File: src/rtl/d5m_stream_gen_if.sv
// Stream/control bundle for the synthetic D5M source: run/pattern controls in,
// FVAL/LVAL/pixel raster plus position and frame counters out.
interface d5m_stream_gen_if #(
  parameter int PIXEL_SIZE = 12
) ();
  logic                  enable;
  logic [1:0]            pattern_sel;
  logic [PIXEL_SIZE-1:0] const_value;
  logic [PIXEL_SIZE-1:0] oDATA;
  logic                  oFVAL;
  logic                  oLVAL;
  logic [15:0]           oX_Cont;
  logic [15:0]           oY_Cont;
  logic [31:0]           oFrame_Cont;
  logic                  busy;

  modport master (
    input  enable, pattern_sel, const_value,
    output oDATA, oFVAL, oLVAL, oX_Cont, oY_Cont, oFrame_Cont, busy
  );

  modport slave (
    output enable, pattern_sel, const_value,
    input  oDATA, oFVAL, oLVAL, oX_Cont, oY_Cont, oFrame_Cont, busy
  );
endinterface

File: src/rtl/d5m_stream_gen.sv
// Synthetic D5M raster source with ramp/checker/Bayer/constant test patterns.
// Define STREAM_GEN_LFSR_EN to turn pattern 3 into a per-frame reseeded 16-bit LFSR.
module d5m_stream_gen #(
  parameter int PIXEL_SIZE = 12,
  parameter int ACTIVE_W   = 1280,
  parameter int ACTIVE_H   = 960,
  parameter int H_BLANK    = 388,
  parameter int FV_TO_LV   = 8,
  parameter int LV_TO_FV   = 8,
  parameter int V_BLANK    = 64
) (
  input  logic             clk,
  input  logic             rst_n,
  d5m_stream_gen_if.master sif
);

  typedef enum logic [2:0] {S_IDLE, S_LEAD, S_LINE, S_HBLK, S_TRAIL, S_VBLK} state_t;

  localparam logic [15:0] X_LAST     = 16'(ACTIVE_W - 1);
  localparam logic [15:0] Y_LAST     = 16'(ACTIVE_H - 1);
  localparam logic [15:0] HBLK_LAST  = 16'(H_BLANK - 1);
  localparam logic [15:0] LEAD_LAST  = 16'(FV_TO_LV - 1);
  localparam logic [15:0] TRAIL_LAST = 16'(LV_TO_FV - 1);
  localparam logic [15:0] VBLK_LAST  = 16'(V_BLANK - 1);
  localparam logic [PIXEL_SIZE-1:0] PIX_MAX = {PIXEL_SIZE{1'b1}};
  localparam logic [PIXEL_SIZE-1:0] PIX_MID = {1'b1, {(PIXEL_SIZE-1){1'b0}}};

  state_t                state_q, state_nx;
  logic [15:0]           cnt_q, cnt_nx;
  logic [15:0]           x_q, x_nx;
  logic [15:0]           y_q, y_nx;
  logic [31:0]           frame_q, frame_nx;
  logic [1:0]            pat_q, pat_nx;
  logic [PIXEL_SIZE-1:0] cval_q, cval_nx;
  logic                  latch;

  logic                  fval_q, fval_nx;
  logic                  lval_q, lval_nx;
  logic                  busy_q, busy_nx;
  logic [PIXEL_SIZE-1:0] data_q, data_nx;
  logic [PIXEL_SIZE-1:0] pix;

`ifdef STREAM_GEN_LFSR_EN
  logic [15:0] lfsr_q, lfsr_nx, seed;

  always_comb begin
    seed = 16'hFFFF;
    seed[PIXEL_SIZE-1:0] = sif.const_value;
    if (seed == 16'h0) seed = 16'hACE1;
    lfsr_nx = lfsr_q;
    if (latch)
      lfsr_nx = seed;
    else if (state_nx == S_LINE)
      lfsr_nx = {lfsr_q[14:0], lfsr_q[15] ^ lfsr_q[13] ^ lfsr_q[12] ^ lfsr_q[10]};
  end

  always_ff @(posedge clk or negedge rst_n)
    if (!rst_n) lfsr_q <= 16'hACE1;
    else        lfsr_q <= lfsr_nx;
`endif

  // State register plus registered outputs: every output is a flop.
  always_ff @(posedge clk or negedge rst_n) begin
    if (!rst_n) begin
      state_q <= S_IDLE;
      cnt_q   <= '0;
      x_q     <= '0;
      y_q     <= '0;
      frame_q <= '0;
      pat_q   <= '0;
      cval_q  <= '0;
      fval_q  <= 1'b0;
      lval_q  <= 1'b0;
      busy_q  <= 1'b0;
      data_q  <= '0;
    end else begin
      state_q <= state_nx;
      cnt_q   <= cnt_nx;
      x_q     <= x_nx;
      y_q     <= y_nx;
      frame_q <= frame_nx;
      pat_q   <= pat_nx;
      cval_q  <= cval_nx;
      fval_q  <= fval_nx;
      lval_q  <= lval_nx;
      busy_q  <= busy_nx;
      data_q  <= data_nx;
    end
  end

  // Next state: cnt_q times the blanking phases, x_q times the active line.
  always_comb begin
    state_nx = state_q;
    cnt_nx   = cnt_q + 16'd1;
    x_nx     = '0;
    y_nx     = y_q;
    frame_nx = frame_q;
    latch    = 1'b0;
    unique case (state_q)
      S_IDLE: begin
        cnt_nx = '0;
        y_nx   = '0;
        if (sif.enable) begin
          state_nx = S_LEAD;
          latch    = 1'b1;
        end
      end
      S_LEAD:
        if (cnt_q == LEAD_LAST) begin
          state_nx = S_LINE;
          cnt_nx   = '0;
        end
      S_LINE: begin
        cnt_nx = '0;
        if (x_q == X_LAST) state_nx = (y_q == Y_LAST) ? S_TRAIL : S_HBLK;
        else               x_nx = x_q + 16'd1;
      end
      S_HBLK:
        if (cnt_q == HBLK_LAST) begin
          state_nx = S_LINE;
          cnt_nx   = '0;
          y_nx     = y_q + 16'd1;
        end
      S_TRAIL:
        if (cnt_q == TRAIL_LAST) begin
          state_nx = S_VBLK;
          cnt_nx   = '0;
          y_nx     = '0;
          frame_nx = frame_q + 32'd1;
        end
      S_VBLK:
        if (cnt_q == VBLK_LAST) begin
          cnt_nx = '0;
          if (sif.enable) begin
            state_nx = S_LEAD;
            latch    = 1'b1;
          end else begin
            state_nx = S_IDLE;
          end
        end
      default: state_nx = S_IDLE;
    endcase
    pat_nx  = latch ? sif.pattern_sel : pat_q;
    cval_nx = latch ? sif.const_value : cval_q;
  end

  // Output decode from the next state so outputs line up with the state flops.
  always_comb begin
    fval_nx = (state_nx == S_LEAD) || (state_nx == S_LINE) ||
              (state_nx == S_HBLK) || (state_nx == S_TRAIL);
    lval_nx = (state_nx == S_LINE);
    busy_nx = (state_nx != S_IDLE);
    unique case (pat_nx)
      2'd0: pix = PIXEL_SIZE'(x_nx);
      2'd1: pix = (x_nx[4] ^ y_nx[4]) ? PIX_MAX : '0;
      2'd2: begin
        unique case ({y_nx[0], x_nx[0]})
          2'b01:   pix = PIX_MAX;
          2'b10:   pix = '0;
          default: pix = PIX_MID;
        endcase
      end
`ifdef STREAM_GEN_LFSR_EN
      default: pix = lfsr_q[PIXEL_SIZE-1:0];
`else
      default: pix = cval_nx;
`endif
    endcase
    data_nx = lval_nx ? pix : '0;
  end

  assign sif.oDATA       = data_q;
  assign sif.oFVAL       = fval_q;
  assign sif.oLVAL       = lval_q;
  assign sif.oX_Cont     = x_q;
  assign sif.oY_Cont     = y_q;
  assign sif.oFrame_Cont = frame_q;
  assign sif.busy        = busy_q;

endmodule

File: src/flat_wrapper.sv
// flat-port wrapper written by rule: the top's interface ports become plain ports
module d5m_stream_gen_flat 
#(
  parameter int PIXEL_SIZE = 12,
  parameter int ACTIVE_W   = 1280,
  parameter int ACTIVE_H   = 960,
  parameter int H_BLANK    = 388,
  parameter int FV_TO_LV   = 8,
  parameter int LV_TO_FV   = 8,
  parameter int V_BLANK    = 64
)
  (clk, rst_n, sif_enable, sif_pattern_sel, sif_const_value, sif_oDATA, sif_oFVAL, sif_oLVAL, sif_oX_Cont, sif_oY_Cont, sif_oFrame_Cont, sif_busy);
  d5m_stream_gen_if #(.PIXEL_SIZE(PIXEL_SIZE)) sif_i ();
  input  logic clk;
  input  logic rst_n;
  input wire logic [$bits(sif_i.enable)-1:0] sif_enable;
  input wire logic [$bits(sif_i.pattern_sel)-1:0] sif_pattern_sel;
  input wire logic [$bits(sif_i.const_value)-1:0] sif_const_value;
  output wire logic [$bits(sif_i.oDATA)-1:0] sif_oDATA;
  output wire logic [$bits(sif_i.oFVAL)-1:0] sif_oFVAL;
  output wire logic [$bits(sif_i.oLVAL)-1:0] sif_oLVAL;
  output wire logic [$bits(sif_i.oX_Cont)-1:0] sif_oX_Cont;
  output wire logic [$bits(sif_i.oY_Cont)-1:0] sif_oY_Cont;
  output wire logic [$bits(sif_i.oFrame_Cont)-1:0] sif_oFrame_Cont;
  output wire logic [$bits(sif_i.busy)-1:0] sif_busy;
  assign sif_i.enable = sif_enable;
  assign sif_i.pattern_sel = sif_pattern_sel;
  assign sif_i.const_value = sif_const_value;
  assign sif_oDATA = sif_i.oDATA;
  assign sif_oFVAL = sif_i.oFVAL;
  assign sif_oLVAL = sif_i.oLVAL;
  assign sif_oX_Cont = sif_i.oX_Cont;
  assign sif_oY_Cont = sif_i.oY_Cont;
  assign sif_oFrame_Cont = sif_i.oFrame_Cont;
  assign sif_busy = sif_i.busy;
  d5m_stream_gen #(.PIXEL_SIZE(PIXEL_SIZE), .ACTIVE_W(ACTIVE_W), .ACTIVE_H(ACTIVE_H), .H_BLANK(H_BLANK), .FV_TO_LV(FV_TO_LV), .LV_TO_FV(LV_TO_FV), .V_BLANK(V_BLANK)) u_core (.clk(clk), .rst_n(rst_n), .sif(sif_i));
endmodule
File: config.mk
export PLATFORM = sky130hd
export DESIGN_NAME = d5m_stream_gen_flat
export DESIGN_NICKNAME = d
export VERILOG_FILES = /design/src/rtl/d5m_stream_gen_if.sv /design/src/rtl/d5m_stream_gen.sv /design/src/flat_wrapper.sv
export SDC_FILE = /design/constraint.sdc
export NUM_CORES = 1
export LEC_CHECK = 0
export BUFFER_PORTS_ARGS = -buffer_cell sky130_fd_sc_hd__clkbuf_2
export CAP_MARGIN = 10
export CORE_UTILIZATION = 40
export CTS_BUF_LIST = sky130_fd_sc_hd__clkbuf_8
export DETAILED_ROUTE_END_ITERATION = 16
export HOLD_SLACK_MARGIN = 0.15
export PLACE_DENSITY = 0.64
export SLEW_MARGIN = 20
export SYNTH_ARGS = -nofsm -noshare
export SYNTH_HDL_FRONTEND = slang
export SYNTH_SLANG_ARGS = --single-unit
File: constraint.sdc
create_clock -name clk -period 3 [get_ports clk]
set_input_delay 0.6 -clock clk [delete_from_list [all_inputs] [get_ports clk]]
set_output_delay 0.6 -clock clk [all_outputs]
set_load 0.02 [all_outputs]
# == Word level (Yosys, flattened, before mapping) ==
# Index checks and enable logic that the tools add are counted.
# word_totals
latchBits,0
output_inout_bits,79
rom_bits,0
word_cells,75
input_bits,17
reg_bits,112
n_memories,0
ramBits,0
# op_classes
n_bitwise,1
add_sub_neg,4
multipliers,0
muxes,27
n_div,0
shifts,0
eq_ne,20
magnitude_cmp,0
n_reduce_logical,11
# op_table
operator,n
2-to-1 mux 16 bit,7
case mux 16 bit (4 select lines),1
"adder 16 x 1 -> 16 bit, second input constant",3
case mux 16 bit (3 select lines),1
2-to-1 mux 12 bit,3
case mux 12 bit (3 select lines),1
"adder 32 x 1 -> 32 bit, second input constant",1
case mux 12 bit (2 select lines),1
2-to-1 mux 3 bit,7
case mux 3 bit (6 select lines),1
"equality test 16 x 10 -> 1 bit, second input constant",1
"equality test 16 x 11 -> 1 bit, second input constant",1
"equality test 16 x 3 -> 1 bit, second input constant",1
"equality test 16 x 6 -> 1 bit, second input constant",1
"equality test 16 x 9 -> 1 bit, second input constant",1
"equality test 3 x 2 -> 1 bit, second input constant",4
"equality test 3 bit, second input constant",3
"equality test 3 x 1 -> 1 bit, second input constant",2
nonzero test 3 bit,2
"equality test 2 x 1 -> 1 bit, second input constant",2
"equality test 2 bit, second input constant",2
"inequality test 2 x 1 -> 1 bit, second input constant",2
OR reduction 2 bit,2
zero test 3 bit,1
other kinds (8),12

# == Logic depth before layout (Yosys ltp) ==
# Gate-level depths: netlist of the first run.
# logic_depth
depth_word,8
mapped_depth,11
depth_no_buf,10

# == Worst setup path before layout of the first run ==
# Ideal clock, no wire load.
# synth_path
kind,flip-flop to flip-flop
start,"register u_core.x_q[8], in the netlist u_core.sif.oX_Cont[8]"
end,"register u_core.data_q[5], in the netlist u_core.sif.oDATA[5]"
period_less_slack_ns,2.510
path_buffers,1
arrival_ns,2.374
setup_time_ns,0.137
required_ns,2.863
setup_slack_ns,0.490
path_stages_with_launch,11
cell_sequence,dfrtp_1 -> or4_1 -> or4_4 -> o21bai_1 -> o211ai_2 -> or2_4 -> nand2b_1 -> buf_6 -> inv_4 -> o311ai_4 -> nor3_2
# synth_between
word_cells_on_any_way,13
cone_classes,eq/ne: 4; mux: 8; bitwise: 1
# synth_lines
element,line_no,text
"start, declared",d5m_stream_gen.sv:30,"logic [15:0] x_q, x_nx;"
"start signal, assigned",d5m_stream_gen.sv:79,x_q <= x_nx;
equality test 16 x 11 -> 1 bit,d5m_stream_gen.sv:115,if (x_q == X_LAST) state_nx = (y_q == Y_LAST) ? S_TRAIL : S_HBLK;
2-to-1 mux 3 bit,d5m_stream_gen.sv:115,
case mux 3 bit (6 select lines),d5m_stream_gen.sv:99,unique case (state_q)
named net u_core.state_nx[0],d5m_stream_gen.sv:28,"state_t state_q, state_nx;"
equality test 3 x 2 -> 1 bit,d5m_stream_gen.sv:151,lval_nx = (state_nx == S_LINE);
named net u_core.lval_nx,d5m_stream_gen.sv:38,"logic lval_q, lval_nx;"
2-to-1 mux 12 bit,d5m_stream_gen.sv:169,data_nx = lval_nx ? pix : '0;
named net u_core.data_nx[5],d5m_stream_gen.sv:40,"logic [PIXEL_SIZE-1:0] data_q, data_nx;"
"end signal, assigned",d5m_stream_gen.sv:87,data_q <= data_nx;
"end, declared",d5m_stream_gen.sv:40,
# The timed path passes the listed nets, and every way through them passes these cells.
# A chain may end at the register's enable or synchronous reset.

# == Worst setup path in the final report of the first run ==
# layout_path
start,"register u_core.x_q[8], in the netlist u_core.sif.oX_Cont[8]"
end,"register u_core.data_q[6], in the netlist u_core.sif.oDATA[6]"
# Same word-level chain as after synthesis.

==> results of run 1 <==
synth_stat cells (6+ instances only):
master,instances,area [um^2]
and3_1,16,100
nand3_1,32,160
xor2_1,23,201
clkbuf_1,7,26.3
xnor2_1,42,368
o21ai_0,15,75.1
a21oi_1,6,30.0
nor2_1,69,259
nand2_1,64,240
nand4_1,17,106
mux2_2,13,146
dfrtp_1,112,2800
nor3_1,9,45.0
inv_1,10,37.5
sequential cells by signal (all words and copies together) (netlist names):
signal,count
u_core.sif.busy,1
u_core.state_q,3
u_core.sif.oFVAL,1
u_core.pat_q,2
u_core.sif.oLVAL,1
u_core.sif.oDATA,12
u_core.cval_q,12
u_core.sif.oX_Cont,16
u_core.sif.oFrame_Cont,32
u_core.sif.oY_Cont,16
u_core.cnt_q,16
metrics by stage:
| step | setup WS [ns] | power (mW) | hold WS [ns] | instance area (um^2) |
|---|---|---|---|---|
| after floorplan | 0.490 | 1.62 | 0.304 | 5330 |
| after global placement | 0.373 | 1.69 | 0.460 | 6060 |
| after detailed placement | 0.305 | 1.69 | 0.469 | 6060 |
| after CTS | 0.291 | 2.51 | 0.156 | 6220 |
| after global routing | 0.0465 | 2.57 | 0.173 | 6220 |
| final | 0.299 | 2.46 | 0.157 | 6220 |
critical path, stage by stage, from the launching register on:
cell and delay, ns:
dfrtp_1 0.46, or4_1 0.54, or4_4 0.52, o21bai_1 0.19, o211ai_2 0.14, or2_4 0.14, nand2b_1 0.31, inv_4 0.07
o311ai_4 0.12, nor3_2 0.09
cells by family after synthesis:
kind of cell	count (synthesis)	share of synthesized area [%]
simple gates	245	23.2
flops	112	52.6
xor+xnor	65	10.7
compound gates	49	6.70
buf+inv	25	2.04
mux	17	3.81
fa+ha+maj	4	0.940
layer usage:
metal / track usage [%] / vias up
li1: - / 1982
met1: 25.4 / 2000
met2: 28.1 / 108
met3: 5.35 / 8
met4: 4.79 / 0
met5: 0 / -
final cells by class:
cell class / instances / area, um^2 / area share, %
clock inverters: 4 / 22.5 / 0.362
inverters: 13 / 51.3 / 0.825
multi-input cells: 380 / 2410 / 38.8
flip-flops and latches: 112 / 2800 / 45.1
clock buffers: 10 / 138 / 2.21
repair buffers: 106 / 573 / 9.22
well taps: 172 / 215 / 3.46
worst max path at each step:
stage                                startpoint             endpoint  cells after the start
after floorplan           u_core.sif.oX_Cont[8]  u_core.sif.oDATA[5]                     10
after global placement    u_core.sif.oX_Cont[8]  u_core.sif.oDATA[5]                      9
after detailed placement  u_core.sif.oX_Cont[8]  u_core.sif.oDATA[6]                      9
after CTS                 u_core.sif.oX_Cont[8]  u_core.sif.oDATA[6]                      9
after global routing            u_core.cnt_q[0]  u_core.sif.oDATA[0]                     10
final                     u_core.sif.oX_Cont[8]  u_core.sif.oDATA[6]                      9
where the power goes:
part	internal [mW]	switching [mW]	total (mW)
Sequential	1.53	0.00705	1.54
Combinational	0.0406	0.0809	0.121
Clock	0.312	0.491	0.803
==> results_dict.tcl, run 1 <==
set metrics [dict create \
    worst_pin_slew_ns 0.731 \
    min_path_type "in -> async" \
    cts_sinks 112 \
    grt_pass1_wl_um 20200 \
    dr_wl_met3_um 713 \
    wl_per_cell_um 14.8 \
    slew_headroom_pct 51.0 \
    insertedDiodeCount 0 \
    fmax_ghz 0.370 \
    finalClockSkew_ns 0.0106 \
    post-route-min-period_ns 2.70 \
    io_buffers 95 \
    cts_tree "done" \
    drt_wl_total_um 11800 \
    dp_hpwl_um 8750 \
    setup_tns_ns 0 \
    gr-total-overflow 0 \
    grt_use_total_pct 18.4 \
    synth_nets 538 \
    status "completed" \
    row_count 41 \
    die_w_um 117 \
    worstSkewPairLatency_ns 0.39 \
    syn_inst 517 \
    final_cell_mix "112 x dfrtp_1, 94 x clkbuf_2, 69 x nor2_1" \
    avgSynthCellArea_um2 10.3 \
    cts-resized-gates 0 \
    clockRootBuffer "clkbuf_8" \
    wl_met2_um 5520 \
    routed.top_layer "met4" \
    synth_edf_count 0 \
    clk_pin_slew_ns 0.09 \
    vdd_drop_max_mv 0.259 \
    slew_violations 0 \
    yosysSeqAreaShare_pct 52.6 \
    place_inst 783 \
    layout_commonest_cell "dfrtp_1" \
    grt_setup_unrepaired "false" \
    p_leak_nw 2.90 \
    ys_seq_elements 112 \
    syn_area_um2 5330 \
    via_count 4098 \
    first_pass_iters 5 \
    nets 643 \
    crit_fanout 8 \
    cts_setup_buffers 0 \
    reg2reg_from "u_core.sif.oX_Cont[8]" \
    required_ns 3.26 \
    grt_max_degree 52 \
    reg2reg_slack_ns 0.30 \
    initialDrtViolationCount 257 \
    coreArea_um2 12800 \
    start_kind "flip-flop" \
    hold_viol_final 0 \
    met1Wirelength_um 5490 \
    power_density_nw_per_um2 396 \
    setup_viol 0 \
    first_global_vias 4072 \
    gp_congestion 0.826 \
    yosysWarnings 0 \
    synth_ff_type "dfrtp_1" \
    r2r-end "u_core.sif.oDATA[6]" \
    end_kind "flip-flop" \
    nFillCells 1244 \
    start_util_pct 41.5 \
    cp.arrival_ns 2.96 \
    drv_cap 0 \
    clock_path_buffers 2 \
    die_area_um2 13800 \
    synth.distinct_cells 62 \
    drive_above_1_share_pct 25.9 \
    fin_cells 797 \
    drcViolationCount 0 \
    via_per_inst 5.14 \
    io_pins 96 \
    synthArstFlopShare_pct 100 \
    cts_made_buffers 9 \
    fin_util_pct 48.5 \
    path_class "reg -> reg" \
    antenna_found_initial 0 \
    die_h_um 117 \
    htree_levels 3 \
    ant_nets 0 \
    fin_crit_sh_pct 90.0 \
    syn_to_final_growth_pct 16.7 \
    holdBufCountCts 0 \
    reg2reg_depth 9 \
]
(Power assumes the default switching activity.)
==> run 2, diff against run 1 <==
==> constraint.sdc (replaced) <==
create_clock -name clk -period 3.05 [get_ports clk]
set_input_delay 0.61 -clock clk [delete_from_list [all_inputs] [get_ports clk]]
set_output_delay 0.61 -clock clk [all_outputs]
set_load 0.02 [all_outputs]
==> results_dict.tcl, run 2 (synthesized netlist as in run 1, its figures left out) <==
set metrics [dict create \
    crit_fanout 8 \
    grt_setup_unrepaired "false" \
    setup_ws_ns 0.333 \
    power_density_nw_per_um2 410 \
    drive_above_1_share_pct 25.9 \
    cts_tree "done" \
    grt_use_total_pct 18.1 \
    row_count 41 \
    min_path_type "in -> async" \
    post-route-min-period_ns 2.72 \
    reg2reg_slack_ns 0.33 \
    hold_slack_ns 0.231 \
    dp_slack_ns 0.368 \
    start_kind "flip-flop" \
    vdd_drop_max_mv 0.213 \
    via_per_inst 5.15 \
    holdBufCountCts 0 \
    power.net_switching_uw 613 \
    syn_to_final_growth_pct 17.4 \
    gp_congestion 0.839 \
    die_area_um2 13800 \
    wl_per_cell_um 14.9 \
    multi_input_area_um2 2410 \
    die_h_um 117 \
    clk_pin_slew_ns 0.11 \
    intPower_mw 1.95 \
    io_pins 96 \
    final_cell_mix "112 x dfrtp_1, 94 x clkbuf_2, 69 x nor2_1" \
    cp.arrival_ns 2.98 \
    antenna_found_initial 0 \
    p_leak_nw 2.91 \
    cts_made_buffers 9 \
    end_kind "flip-flop" \
    layout_commonest_cell "dfrtp_1" \
    grt_pass1_wl_um 20000 \
    setup_tns_ns 0 \
    nFillCells 1233 \
    setup_viol 0 \
    first_global_vias 3928 \
    ant_nets 0 \
    fmax_ghz 0.368 \
    path_class "reg -> reg" \
    clockPowerShare_pct 36.4 \
    status "completed" \
    swShare_pct 23.9 \
    clockRootBuffer "clkbuf_8" \
    grt_max_degree 69 \
    cts-resized-gates 0 \
    start_util_pct 41.5 \
    regArea_um2 2800 \
    drv_cap 0 \
    io_buffers 95 \
    die_w_um 117 \
    finalClockSkew_ns 0.0188 \
    dp_hpwl_um 8660 \
    slew_violations 0 \
    hold_viol_final 0 \
    drt_wl_total_um 11900 \
    pwr-share-seq_pct 59.0 \
    comb_power_share_pct 4.6 \
    coreArea_um2 12800 \
    required_ns 3.31 \
    insertedDiodeCount 0 \
    largest_reg_flops 32 \
    initialDrtViolationCount 227 \
    clock_path_buffers 2 \
    nets 642 \
    worst_pin_slew_ns 0.784 \
    first_pass_iters 4 \
    worstSkewPairLatency_ns 0.38 \
    slew_headroom_pct 47.4 \
    via_count 4111 \
    cts_setup_buffers 0 \
    drcViolationCount 0 \
    htree_levels 3 \
    cts_sinks 112 \
    fin_crit_sh_pct 89.1 \
    gr-total-overflow 0 \
]
-- run 2: area by class of cell --
cell class                      count  share of cell area [%]
Clock buffer                       10                    2.20
Sequential cell                   112                    44.8
Multi-Input combinational cell    380                    38.6
Timing Repair Buffer              105                    9.04
Clock inverter                      6                    1.06
Inverter                           13                   0.820
Tap cell                          172                    3.44
-- run 2: layer usage --
| metal | wire length (um) | global-route usage, % | part of all wire, % |
|---|---|---|---|
| met5 | 0 | 0 | 0 |
| met4 | 97 | 4.14 | 0.82 |
| met2 | 5420 | 27.7 | 46 |
| met3 | 519 | 4.18 | 4.4 |
| met1 | 5840 | 25.9 | 49 |
-- run 2: final timing paths --
check / from / to / cells past startpoint
hold / removal: rst_n / u_core.cnt_q[13] / 1
min in group clk: sif_const_value[11] / u_core.cval_q[11] / 2
setup / recovery: u_core.sif.oX_Cont[8] / u_core.sif.oDATA[5] / 8
setup reg to reg: u_core.sif.oX_Cont[8] / u_core.sif.oDATA[5] / 8
max in group asynchronous: rst_n / u_core.cval_q[7] / 2
hold reg to reg: u_core.sif.oFrame_Cont[31] / u_core.sif.oFrame_Cont[31] / 1
-- run 2: through the flow --
step | area, um^2 | cells | util (%) | power, mW
6_report | 6250 | 798 | 48.8 | 2.56
4_1_cts | 6250 | 798 | 48.8 | 2.59
3_3_place_gp | 6050 | 782 | 47.2 | 1.66
5_1_grt | 6250 | 798 | 48.8 | 2.67
3_5_place_dp | 6050 | 782 | 47.2 | 1.66
2_1_floorplan | 5330 | 517 | - | 1.59
-- run 2: power by group through the flow --
stage	registers [mW]	clock network, mW	logic [mW]
floorplan	1.55	0	0.0396
global placement	1.54	0	0.120
detailed placement	1.54	0	0.122
CTS	1.51	0.958	0.122
global route	1.51	1.02	0.132
finish	1.51	0.934	0.119
-- run 2: critical path, stage by stage, from the launching register on --
cell and delay [ns]:
dfrtp_1 0.46, or4_1 0.55, or4_4 0.52, nor4_1 0.29, o32ai_1 0.18, nand2b_1 0.31
inv_4 0.07, o311ai_4 0.12, nor3_2 0.09
